**src/rtl/timer_bank.sv**
```systemverilog
// timer_bank: 64-bit mtime counter with prescaler and CHANNELS compare channels on the data bus.
// Define TIMER_BANK_PERIODIC_EN to add periodic auto-reload (PERIOD registers and CTRL bit1).
module timer_bank #(
    parameter int          CHANNELS       = 2,
    parameter int          PRESCALE_WIDTH = 16,
    parameter logic [31:0] BASE_ADDRESS   = 32'h80000000
) (
    input  logic                clk24,
    input  logic                reset,
    input  logic [31:0]         memory_address,
    input  logic [31:0]         memory_write_value,
    input  logic [3:0]          memory_write_sections,
    output logic [31:0]         read_value,
    output logic                read_hit,
    output logic [CHANNELS-1:0] irq,
    output logic                mip_mtip
);
    localparam logic [4:0] NUM_CH = 5'(CHANNELS);

    logic [63:0]               mtime;
    logic [PRESCALE_WIDTH-1:0] prescale;
    logic [PRESCALE_WIDTH-1:0] pcnt;
    logic [63:0]               cmp [CHANNELS];
    logic [CHANNELS-1:0]       enable;
    logic [CHANNELS-1:0]       periodic;
    logic [CHANNELS-1:0]       pending;
    logic [CHANNELS-1:0]       match;
    logic [CHANNELS-1:0]       clr_pending;
    logic [CHANNELS-1:0]       pending_next;

    logic                      in_window;
    logic                      wr;
    logic [5:0]                word;
    logic [1:0]                sub;
    logic [3:0]                ch_sel;
    logic                      ch_valid;
    logic                      tick;
    logic [31:0]               be_mask;
    logic                      wr_mtime_lo;
    logic                      wr_mtime_hi;
    logic                      wr_prescale;
    logic                      wr_status;
    logic [CHANNELS-1:0]       wr_cmp_lo;
    logic [CHANNELS-1:0]       wr_cmp_hi;
    logic [CHANNELS-1:0]       wr_ctrl;
    logic [31:0]               rdata;
    logic                      unused_addr_bits;

`ifdef TIMER_BANK_PERIODIC_EN
    logic [31:0]               period [CHANNELS];
    logic [CHANNELS-1:0]       wr_period;
`endif

    function automatic logic [31:0] merge_bytes(input logic [31:0] old_v,
                                                input logic [31:0] new_v,
                                                input logic [3:0]  be);
        logic [31:0] r;
        for (int b = 0; b < 4; b++) begin
            r[8*b +: 8] = be[b] ? new_v[8*b +: 8] : old_v[8*b +: 8];
        end
        return r;
    endfunction

    // Data is already lane aligned, so the low address bits carry no information.
    assign unused_addr_bits = ^memory_address[1:0];

    assign in_window   = memory_address[31:8] == BASE_ADDRESS[31:8];
    assign wr          = in_window && (memory_write_sections != 4'b0000);
    assign word        = memory_address[7:2];
    assign sub         = memory_address[3:2];
    assign ch_sel      = memory_address[7:4] - 4'd1;
    assign ch_valid    = (memory_address[7:4] != 4'd0) && ({1'b0, ch_sel} < NUM_CH);
    assign be_mask     = {{8{memory_write_sections[3]}}, {8{memory_write_sections[2]}},
                          {8{memory_write_sections[1]}}, {8{memory_write_sections[0]}}};
    assign wr_mtime_lo = wr && (word == 6'd0);
    assign wr_mtime_hi = wr && (word == 6'd1);
    assign wr_prescale = wr && (word == 6'd2);
    assign wr_status   = wr && (word == 6'd3);
    assign tick        = pcnt == prescale;

    always_comb begin
        wr_cmp_lo = '0;
        wr_cmp_hi = '0;
        wr_ctrl   = '0;
`ifdef TIMER_BANK_PERIODIC_EN
        wr_period = '0;
`endif
        for (int i = 0; i < CHANNELS; i++) begin
            if (wr && ch_valid && (ch_sel == 4'(i))) begin
                wr_cmp_lo[i] = sub == 2'd0;
                wr_cmp_hi[i] = sub == 2'd1;
                wr_ctrl[i]   = sub == 2'd3;
`ifdef TIMER_BANK_PERIODIC_EN
                wr_period[i] = sub == 2'd2;
`endif
            end
        end
    end

    always_comb begin
        match = '0;
        for (int i = 0; i < CHANNELS; i++) begin
            match[i] = enable[i] && (mtime >= cmp[i]);
        end
    end

    // A set in the same cycle as a write-1-to-clear wins.
    assign clr_pending  = wr_status ? (memory_write_value[CHANNELS-1:0] & be_mask[CHANNELS-1:0]) : '0;
    assign pending_next = match | (pending & ~clr_pending);

`ifndef TIMER_BANK_PERIODIC_EN
    assign periodic = '0;
`endif

    always_comb begin
        rdata = '0;
        case (word)
            6'd0: rdata = mtime[31:0];
            6'd1: rdata = mtime[63:32];
            6'd2: rdata[PRESCALE_WIDTH-1:0] = prescale;
            6'd3: rdata[CHANNELS-1:0] = pending;
            default: begin
                for (int i = 0; i < CHANNELS; i++) begin
                    if (ch_valid && (ch_sel == 4'(i))) begin
                        case (sub)
                            2'd0: rdata = cmp[i][31:0];
                            2'd1: rdata = cmp[i][63:32];
`ifdef TIMER_BANK_PERIODIC_EN
                            2'd2: rdata = period[i];
`endif
                            2'd3: rdata = {30'b0, periodic[i], enable[i]};
                            default: rdata = '0;
                        endcase
                    end
                end
            end
        endcase
    end

    always_ff @(posedge clk24) begin
        if (reset) begin
            mtime      <= '0;
            pcnt       <= '0;
            prescale   <= '0;
            enable     <= '0;
            pending    <= '0;
            irq        <= '0;
            read_value <= '0;
            read_hit   <= 1'b0;
            for (int i = 0; i < CHANNELS; i++) begin
                cmp[i] <= '1;
`ifdef TIMER_BANK_PERIODIC_EN
                period[i]   <= '0;
                periodic[i] <= 1'b0;
`endif
            end
        end else begin
            read_value <= rdata;
            read_hit   <= in_window;

            if (wr_prescale) begin
                prescale <= PRESCALE_WIDTH'(merge_bytes(32'(prescale), memory_write_value,
                                                        memory_write_sections));
                pcnt     <= '0;
            end else if (tick) begin
                pcnt <= '0;
            end else begin
                pcnt <= pcnt + PRESCALE_WIDTH'(1);
            end

            // A software write to either half freezes the count for that cycle.
            if (wr_mtime_lo) begin
                mtime[31:0] <= merge_bytes(mtime[31:0], memory_write_value, memory_write_sections);
            end
            if (wr_mtime_hi) begin
                mtime[63:32] <= merge_bytes(mtime[63:32], memory_write_value, memory_write_sections);
            end
            if (!wr_mtime_lo && !wr_mtime_hi && tick) begin
                mtime <= mtime + 64'd1;
            end

            pending <= pending_next;

            for (int i = 0; i < CHANNELS; i++) begin
                irq[i] <= periodic[i] ? pending_next[i] : match[i];
                if (wr_ctrl[i] && memory_write_sections[0]) begin
                    enable[i] <= memory_write_value[0];
`ifdef TIMER_BANK_PERIODIC_EN
                    periodic[i] <= memory_write_value[1];
`endif
                end
                if (wr_cmp_lo[i]) begin
                    cmp[i][31:0] <= merge_bytes(cmp[i][31:0], memory_write_value, memory_write_sections);
                end
                if (wr_cmp_hi[i]) begin
                    cmp[i][63:32] <= merge_bytes(cmp[i][63:32], memory_write_value, memory_write_sections);
                end
`ifdef TIMER_BANK_PERIODIC_EN
                if (wr_period[i]) begin
                    period[i] <= merge_bytes(period[i], memory_write_value, memory_write_sections);
                end
                // Software bytes to either compare half drop the reload.
                if (!wr_cmp_lo[i] && !wr_cmp_hi[i] && periodic[i] && match[i]) begin
                    cmp[i] <= cmp[i] + {32'b0, period[i]};
                end
`endif
            end
        end
    end

    assign mip_mtip = |irq;

endmodule

```
**config.mk**
```make
export PLATFORM = sky130hd
export DESIGN_NAME = timer_bank
export DESIGN_NICKNAME = d
export VERILOG_FILES = /design/src/rtl/timer_bank.sv
export SDC_FILE = /design/constraint.sdc
export NUM_CORES = 1
export LEC_CHECK = 0
export CAP_MARGIN = 10
export CORE_AREA = 3 3 164 230
export CTS_BUF_LIST = sky130_fd_sc_hd__clkbuf_2
export DETAILED_ROUTE_END_ITERATION = 16
export DIE_AREA = 0 0 167 233
export PLACE_DENSITY = 0.69
export SYNTH_ARGS = -nofsm -noshare
export SYNTH_HDL_FRONTEND = slang
export SYNTH_SLANG_ARGS = --single-unit
```
**constraint.sdc**
```tcl
create_clock -name clk24 -period 2.7 [get_ports clk24]
set_input_delay 0.54 -clock clk24 [delete_from_list [all_inputs] [get_ports clk24]]
set_output_delay 0.54 -clock clk24 [all_outputs]
set_load 0.05 [all_outputs]
```
==> reports/qor_table.md, run 1 <==
| Metric | Value |
|---|---|
| Outcome | finished, final reports clean |
| Number of hold violations in the final report | 0 |
| Fill count | 3229 |
| Post-route DRC | 0 |
| Startpoint kind of the worst setup timing path | flop |
| Endpoint of the worst-slack reg-to-reg timing path | pending[1]$_SDFF_PP0_ |
| Initial core utilization | 44.71% |
| Worst Clk Skew | 90.38 ps |
| CP endpoint kind | flop |
| Worst IR Drop VDD | 281.7 uV |
| 1st-pass router iterations | 7 |
| Share of the clock period used by the worst path | 99.72% |
| Critical path data arrival time | 3520 ps |
| Finished Cell Area | 19950 um2 |
| Hold Path Cell Cnt | 3 |
| Cell types occupying the most area after synthesis | edfxtp_1 24%, dfxtp_1 17%, ha_1 10% |
| Highest-delay cell along the critical path | a2111o_1 |
| Maximum frequency from static timing analysis | 371.4 MHz |
| Synth Register Bits | 263 |
| CP required | 3520 ps |
| Top Ports | 106 |
| Ys Warns | 0 |
| Most used cell along the critical path | buf_4 |
| CP delay by family, top | compound AO/OA/AOI/OAI gates |
| Root buffer selected by CTS | clkbuf_2 |
| Total power density per cell area | 406.8 nW/um2 |
| Setup-failing EPs final | 0 |
| Largest net degree at the start of global routing | 99 |
| Slew margin rel. | 25.63% |
| Cell area after synthesis | 16010 um2 |
| Count of nets after finishing | 2273 |
| Via Count | 15420 |
| Total global routing track utilization | 29.46% |
| Max Fanout on Critical Path | 2 |
| Cell Area, Placed | 19190 um2 |
| Avg WL per Cell | 22.50 um |
| Max-slew violations | 0 |
| Stage delay of the slowest cell on the critical path | 420 ps |
| Vertical die dimension | 233 um |
| Post-CTS Hold Fix Bufs | 0 |
| Area enclosed by the die boundary | 38910 um2 |
| Detailed placement HPWL | 44470 um |
| Critical setup path kind | reg -> reg |
| Detailed Route WL | 58210 um |
| Detailed-route vias per instance | 5.962 |
| Core box area | 35810 um2 |
| Post-synth top area cell | edfxtp_1 |
| Number of clock sinks | 263 |
| RePlAce Congestion | 0.9832 |
| Crit path cell chain | inv_2 -> ha_4 -> nand2b_4 -> a2111o_1 -> a221oi_2 -> buf_4 -> o21ai_4 -> a311o_1 -> o221ai_2 -> buf_4 -> a21oi_2 |
| Final antenna-violating net count | 0 |
| Number of cells in the finished layout apart from fillers | 2587 |
| Hold wc startpoint | reset |
| Count of max-cap constraint violations | 0 |
| Top cell types by occurrence after synthesis | 158 x inv_1, 154 x a21oi_1, 154 x nand2_1 |
| Post-synth EDFFs | 128 |
| Num CTS Buffers | 68 |
| Fraction of final layout cells sized beyond drive strength 1 | 19.63% |
| Number of nets produced by synthesis | 1970 |
| Initial antenna violation count | 1 |
| Static leakage | 8.585 nW |
| Number of cell instances on the worst register-to-register path | 11 |
| TritonCTS clock tree | yes |
| # rows | 82 |
| Setup repair after global routing missed its margin | true |
| Instance count of the mapped netlist | 1766 |
| Post-synth ARST share | 0% |
| Minimum setup slack among reg-to-reg paths | 8 ps |
| Avg Inst Size Synth | 9.066 um2 |
| Top_reg_cell synth | dfxtp_1 |
| Leftover overflow at the end of global routing | 0 |
| Area share of the leading cell type in the synthesized netlist | 24.01% |
| Wire length of the first global-routing pass | 88240 um |
| Hold path endpoint | mtime[6]$_SDFFE_PP0P_ |
| Placed Cells incl. Taps | 2459 |
| Synth-to-layout area growth | 24.58% |
| Number of buffers and inverters on the critical path | 3 |
| Synth cell types | 78 |
| Clock network latency to the later pin of the worst-skew pair | 990 ps |
| Number of DRC markers after the initial detailed-route iteration | 1206 |
| Cell with the most instances after synthesis | inv_1 |
| Class of the tightest hold or removal check | in -> reg |
| Clock slew at reported path FFs | 120 ps |
| Tightest hold margin | 162.6 ps |
| Startpoint of the lowest-slack register-to-register path | mtime[0]$_SDFFE_PP0P_ |
| Die width | 167 um |
| Max Root-Sink Buffers | 3 |
| Proportion of synthesized chip area in sequential cells | 40.89% |
| Minimum clock period | 2692 ps |
| Final Power | 8.113 mW |
| Number of global-route vias before repair | 15640 |
| H-tree level count | 3 |
| Count of input and output buffers | 103 |
| Worst Tran Pin Value | 1112 ps |
==> worst max-delay path by stage <==
stage,from,end,cells past startpoint
after detailed placement,memory_address[4],read_value[14]$_SDFF_PP0_,11
after CTS,mtime[0]$_SDFFE_PP0P_,irq[1]$_SDFF_PP0_,11
final,mtime[0]$_SDFFE_PP0P_,pending[1]$_SDFF_PP0_,11
after global routing,cmp[1][0]$_SDFFCE_PN1P_,pending[1]$_SDFF_PP0_,10
after global placement,memory_address[20],mtime[25]$_SDFFE_PP0P_,9
after floorplan,memory_address[2],cmp[0][56]$_SDFFCE_PN1P_,6
==> worst min-delay path: cells and delay by family <==
kind / cells / cell delay (ps)
buffers and inverters: 2 / 350
AOI/OAI and AO/OA: 1 / 170
==> cell families after synthesis <==
family                   share of synthesized area [%]
AO/OA/AOI/OAI                                    17.26
XOR/XNOR                                         1.641
flip-flops                                       40.89
adder cells (fa/ha/maj)                          10.47
AND/OR/NAND/NOR                                  18.56
multiplexers                                     5.072
buffers and inverters                            6.111
==> layer usage <==
| layer | global-route usage, % | up-vias | wire length, um |
|---|---|---|---|
| li1 | - | 7134 | - |
| met1 | 31.71 | 7264 | 20970 |
| met2 | 51.81 | 774 | 28460 |
| met3 | 5.863 | 251 | 4195 |
| met4 | 20.48 | 0 | 4588 |
| met5 | 0 | - | 0 |
==> layout by cell type (no fill, tap or decap), types with 10 or more instances in the layout <==
cell type        synthesis  layout
o21ai_0                 73      71
a21oi_1                154     153
or2_2                   36      36
clkdlybuf4s50_1          0      88
xnor2_1                 19      19
a221oi_1                24      21
nand2_1                154     154
clkbuf_2                 2      99
nand4_1                 48      48
clkinv_1                 0      16
dfxtp_1                135     133
a31oi_1                 20      20
edfxtp_1               128     128
and3_1                  19      19
a22oi_1                 10      10
nor2_1                 131     130
o21a_1                  47      46
buf_4                    5     192
nor3_1                  52      50
mux2i_1                 71      71
dlygate4sd2_1            0      13
xor2_1                  11      11
nand3_1                 64      62
ha_1                   134     133
inv_1                  158     157
o32ai_1                 21      21
a21o_1                  11      11
nor4_1                  24      23
o221ai_1                11      10
buf_12                   0      26
and4_1                  12      11
==> state kept, by name, summed over array words and instances (netlist names) <==
register	cells
prescale	16
irq	2
pcnt	16
read_hit	1
mtime	64
enable	2
cmp	128
read_value	32
pending	2
==> power breakdown <==
group	switching, mW	internal (mW)
clock	1.75	1.18
combinational	0.493	0.342
sequential	0.0653	4.28
==> through the flow <==
step / setup slack [ps] / util (%) / setup TNS (ps)
after detailed placement: -778.4 / 53.59 / -213830
after global placement: -726.8 / 53.59 / -217890
after CTS: -91.89 / 55.48 / -179.1
final: 7.559 / 55.70 / 0
after global routing: -68.28 / 55.70 / -173.3
after floorplan: 39.79 / - / 0
==> final cells by class <==
class	instances	area, um2	area share [%]
Antenna cell	1	2.502	0.01255
Clock buffer	99	495.5	2.484
Clock inverter	26	155.1	0.7779
Inverter	158	593.1	2.973
Multi-Input combinational cell	1258	8605	43.14
Sequential cell	263	6549	32.83
Tap cell	462	578.1	2.898
Timing Repair Buffer	320	2968	14.88
==> repair_timing <==
item	in CTS	in global routing
gates resized for setup	24	14
pin swaps	6	6
setup buffers	0	3
endpoints found under the setup margin	20	16
(Power assumes the default switching activity.)
==> inputs of run 2 (changes only) <==
--- a/config.mk
+++ b/config.mk
@@ -10,6 +10,7 @@
 export CTS_BUF_LIST = sky130_fd_sc_hd__clkbuf_2
 export DETAILED_ROUTE_END_ITERATION = 16
 export DIE_AREA = 0 0 167 233
+export GPL_TIMING_DRIVEN = 0
 export PLACE_DENSITY = 0.69
 export SYNTH_ARGS = -nofsm -noshare
 export SYNTH_HDL_FRONTEND = slang
==> reports/qor_table.md, run 2 (same netlist as run 1, synthesis figures left out) <==
| Metric | Value |
|---|---|
| DP Worst Slack | -1805 ps |
| Wire length of the first global-routing pass | 93560 um |
| Number of global-route vias before repair | 15360 |
| Number of flip-flops in the largest register | 128 |
| Area enclosed by the die boundary | 38910 um2 |
| Post-route DRC | 0 |
| Critical setup path kind | reg -> reg |
| CP delay by family, top | compound AO/OA/AOI/OAI gates |
| Highest-delay cell along the critical path | edfxtp_1 |
| CP required | 3490 ps |
| Crit path cell chain | ha_4 -> nand2b_4 -> a2111o_1 -> a221oi_4 -> o21ai_4 -> a311o_1 -> o221ai_2 -> nor2_2 |
| Vertical die dimension | 233 um |
| Number of hold violations in the final report | 0 |
| Minimum setup slack in the final design | -62.89 ps |
| Number of clock sinks | 263 |
| Total global routing track utilization | 32.37% |
| Detailed placement HPWL | 48670 um |
| Clock network latency to the later pin of the worst-skew pair | 1030 ps |
| Highest-count cells in the layout ignoring fill and taps | 157 x inv_1, 153 x a21oi_1, 140 x nand2_1 |
| Setup repair after global routing missed its margin | true |
| Worst Tran Pin Value | 1128 ps |
| Minimum clock period | 2763 ps |
| Initial antenna violation count | 3 |
| TritonCTS clock tree | yes |
| Number of DRC markers after the initial detailed-route iteration | 1565 |
| Synth-to-layout area growth | 17.83% |
| Setup-failing EPs final | 4 |
| Fraction of final layout cells sized beyond drive strength 1 | 15.93% |
| Max-slew violations | 0 |
| Share of the clock period used by the worst path | 102.3% |
| Outcome | complete, but fails checks |
| H-tree level count | 3 |
| Slew margin rel. | 24.82% |
| Die width | 167 um |
| Via Count | 15520 |
| Violated checks | setup timing |
| Leftover overflow at the end of global routing | 0 |
| Count of max-cap constraint violations | 0 |
| Core box area | 35810 um2 |
| Stage delay of the slowest cell on the critical path | 440 ps |
| 1st-pass router iterations | 6 |
| Commonest non-fill, non-tap cell in the layout | inv_1 |
| Total power density per cell area | 430.5 nW/um2 |
| Max Fanout on Critical Path | 2 |
| Largest register by flop count | cmp |
| Count of nets after finishing | 2160 |
| Class of the tightest hold or removal check | in -> reg |
| Clock slew at reported path FFs | 110 ps |
| Worst Clk Skew | 93.04 ps |
| # rows | 82 |
| Initial core utilization | 44.71% |
| Largest net degree at the start of global routing | 11 |
| RePlAce Congestion | 1.052 |
| Detailed-route vias per instance | 6.277 |
| Fill count | 3340 |
| Number of buffers and inverters on the critical path | 0 |
| CP endpoint kind | flop |
| Avg WL per Cell | 26.36 um |
| Startpoint kind of the worst setup timing path | flop |
| Critical path data arrival time | 3550 ps |
| Count of input and output buffers | 97 |
| Final antenna-violating net count | 0 |
| Worst IR Drop VDD | 272.6 uV |
| Top Ports | 106 |
| Detailed Route WL | 65200 um |
| Static leakage | 7.843 nW |
| Maximum frequency from static timing analysis | 361.9 MHz |
| Num CTS Buffers | 70 |
| Max Root-Sink Buffers | 3 |
| Tightest hold margin | 249.4 ps |
| Root buffer selected by CTS | clkbuf_2 |
| Regs by FF count | cmp: 128 flops, mtime: 64 flops, read_value: 32 flops |
[run 2: changes by cell type in the layout (fill, tap and decap cells not counted), moves of 5 or more]
cell             change
dfxtp_2             +20
buf_4              -158
clkdlybuf4s50_1     -11
clkbuf_4             +7
dfxtp_1             -22
nand2_2             +14
dlygate4sd2_1        +7
buf_2               +10
nand2_1             -14
buf_1                +9
buf_12              -26
nor4_1               -5
clkbuf_1            +36
buf_6                +5
[run 2: repair_timing]
action	4_1_cts	5_1_grt
gates resized for setup	93	78
setup endpoints to repair	326	291
pin swaps	9	15
hold buffers	1	0
buffers inserted	8	14
endpoints found under the hold margin	2	0
[run 2: metal layers]
metal  part of all wire, %  global-route usage [%]  routed length, um  up-vias
met1                    34                   34.11              21850     7315
met4                   9.1                   26.28               5960        2
met3                   9.0                   6.237               5890      343
li1                      -                       -                  -     6883
met5                 0.023                       0                 15        -
met2                    48                   56.11              31480      981
[run 2: metrics by stage]
step	setup TNS (ps)	total power [mW]	cells	util (%)	cell area, um2
5_1_grt	-1221	8.391	2473	52.68	18860
4_1_cts	-245.7	8.110	2460	51.82	18550
3_3_place_gp	-461910	5.166	2325	49.05	17560
3_5_place_dp	-460890	5.181	2326	49.08	17580
2_1_floorplan	0	4.788	1766	-	16020
6_report	-157.4	8.121	2473	52.68	18860
[run 2: cell type report]
class / instances / area, um2 / area share, %
clock inverters: 26 / 157.7 / 0.8357
diodes: 2 / 5.005 / 0.02653
inverters: 158 / 593.1 / 3.144
repair buffers: 121 / 1129 / 5.983
clock buffers: 99 / 495.5 / 2.627
well taps: 462 / 578.1 / 3.064
multi-input cells: 1258 / 8870 / 47.02
flip-flops and latches: 263 / 6581 / 34.89
plain buffers: 84 / 455.4 / 2.414
[run 2: worst reg2reg max path: stages, from the launching register on]
cell,delay (ps)
edfxtp_1,440
ha_4,230
nand2b_4,120
a2111o_1,440
a221oi_4,440
o21ai_4,130
a311o_1,360
o221ai_2,350
nor2_2,90
[run 2: worst paths after layout]
check	startpoint	end	slack, ps	cells past startpoint
worst max-delay path	cmp[1][0]$_SDFFCE_PN1P_	irq[1]$_SDFF_PP0_	-60	8
worst min-delay path	memory_write_sections[1]	mtime[44]$_SDFFE_PP0P_	250	5
worst max register to register	cmp[1][0]$_SDFFCE_PN1P_	irq[1]$_SDFF_PP0_	-60	8
worst min register to register	pending[1]$_SDFF_PP0_	pending[1]$_SDFF_PP0_	510	2
[run 2: where the power goes]
group | switching [mW] | internal [mW] | total [mW]
clock | 1.80 | 1.18 | 2.98
combinational | 0.522 | 0.258 | 0.780
sequential | 0.0779 | 4.28 | 4.36
total | 2.40 | 5.72 | 8.12
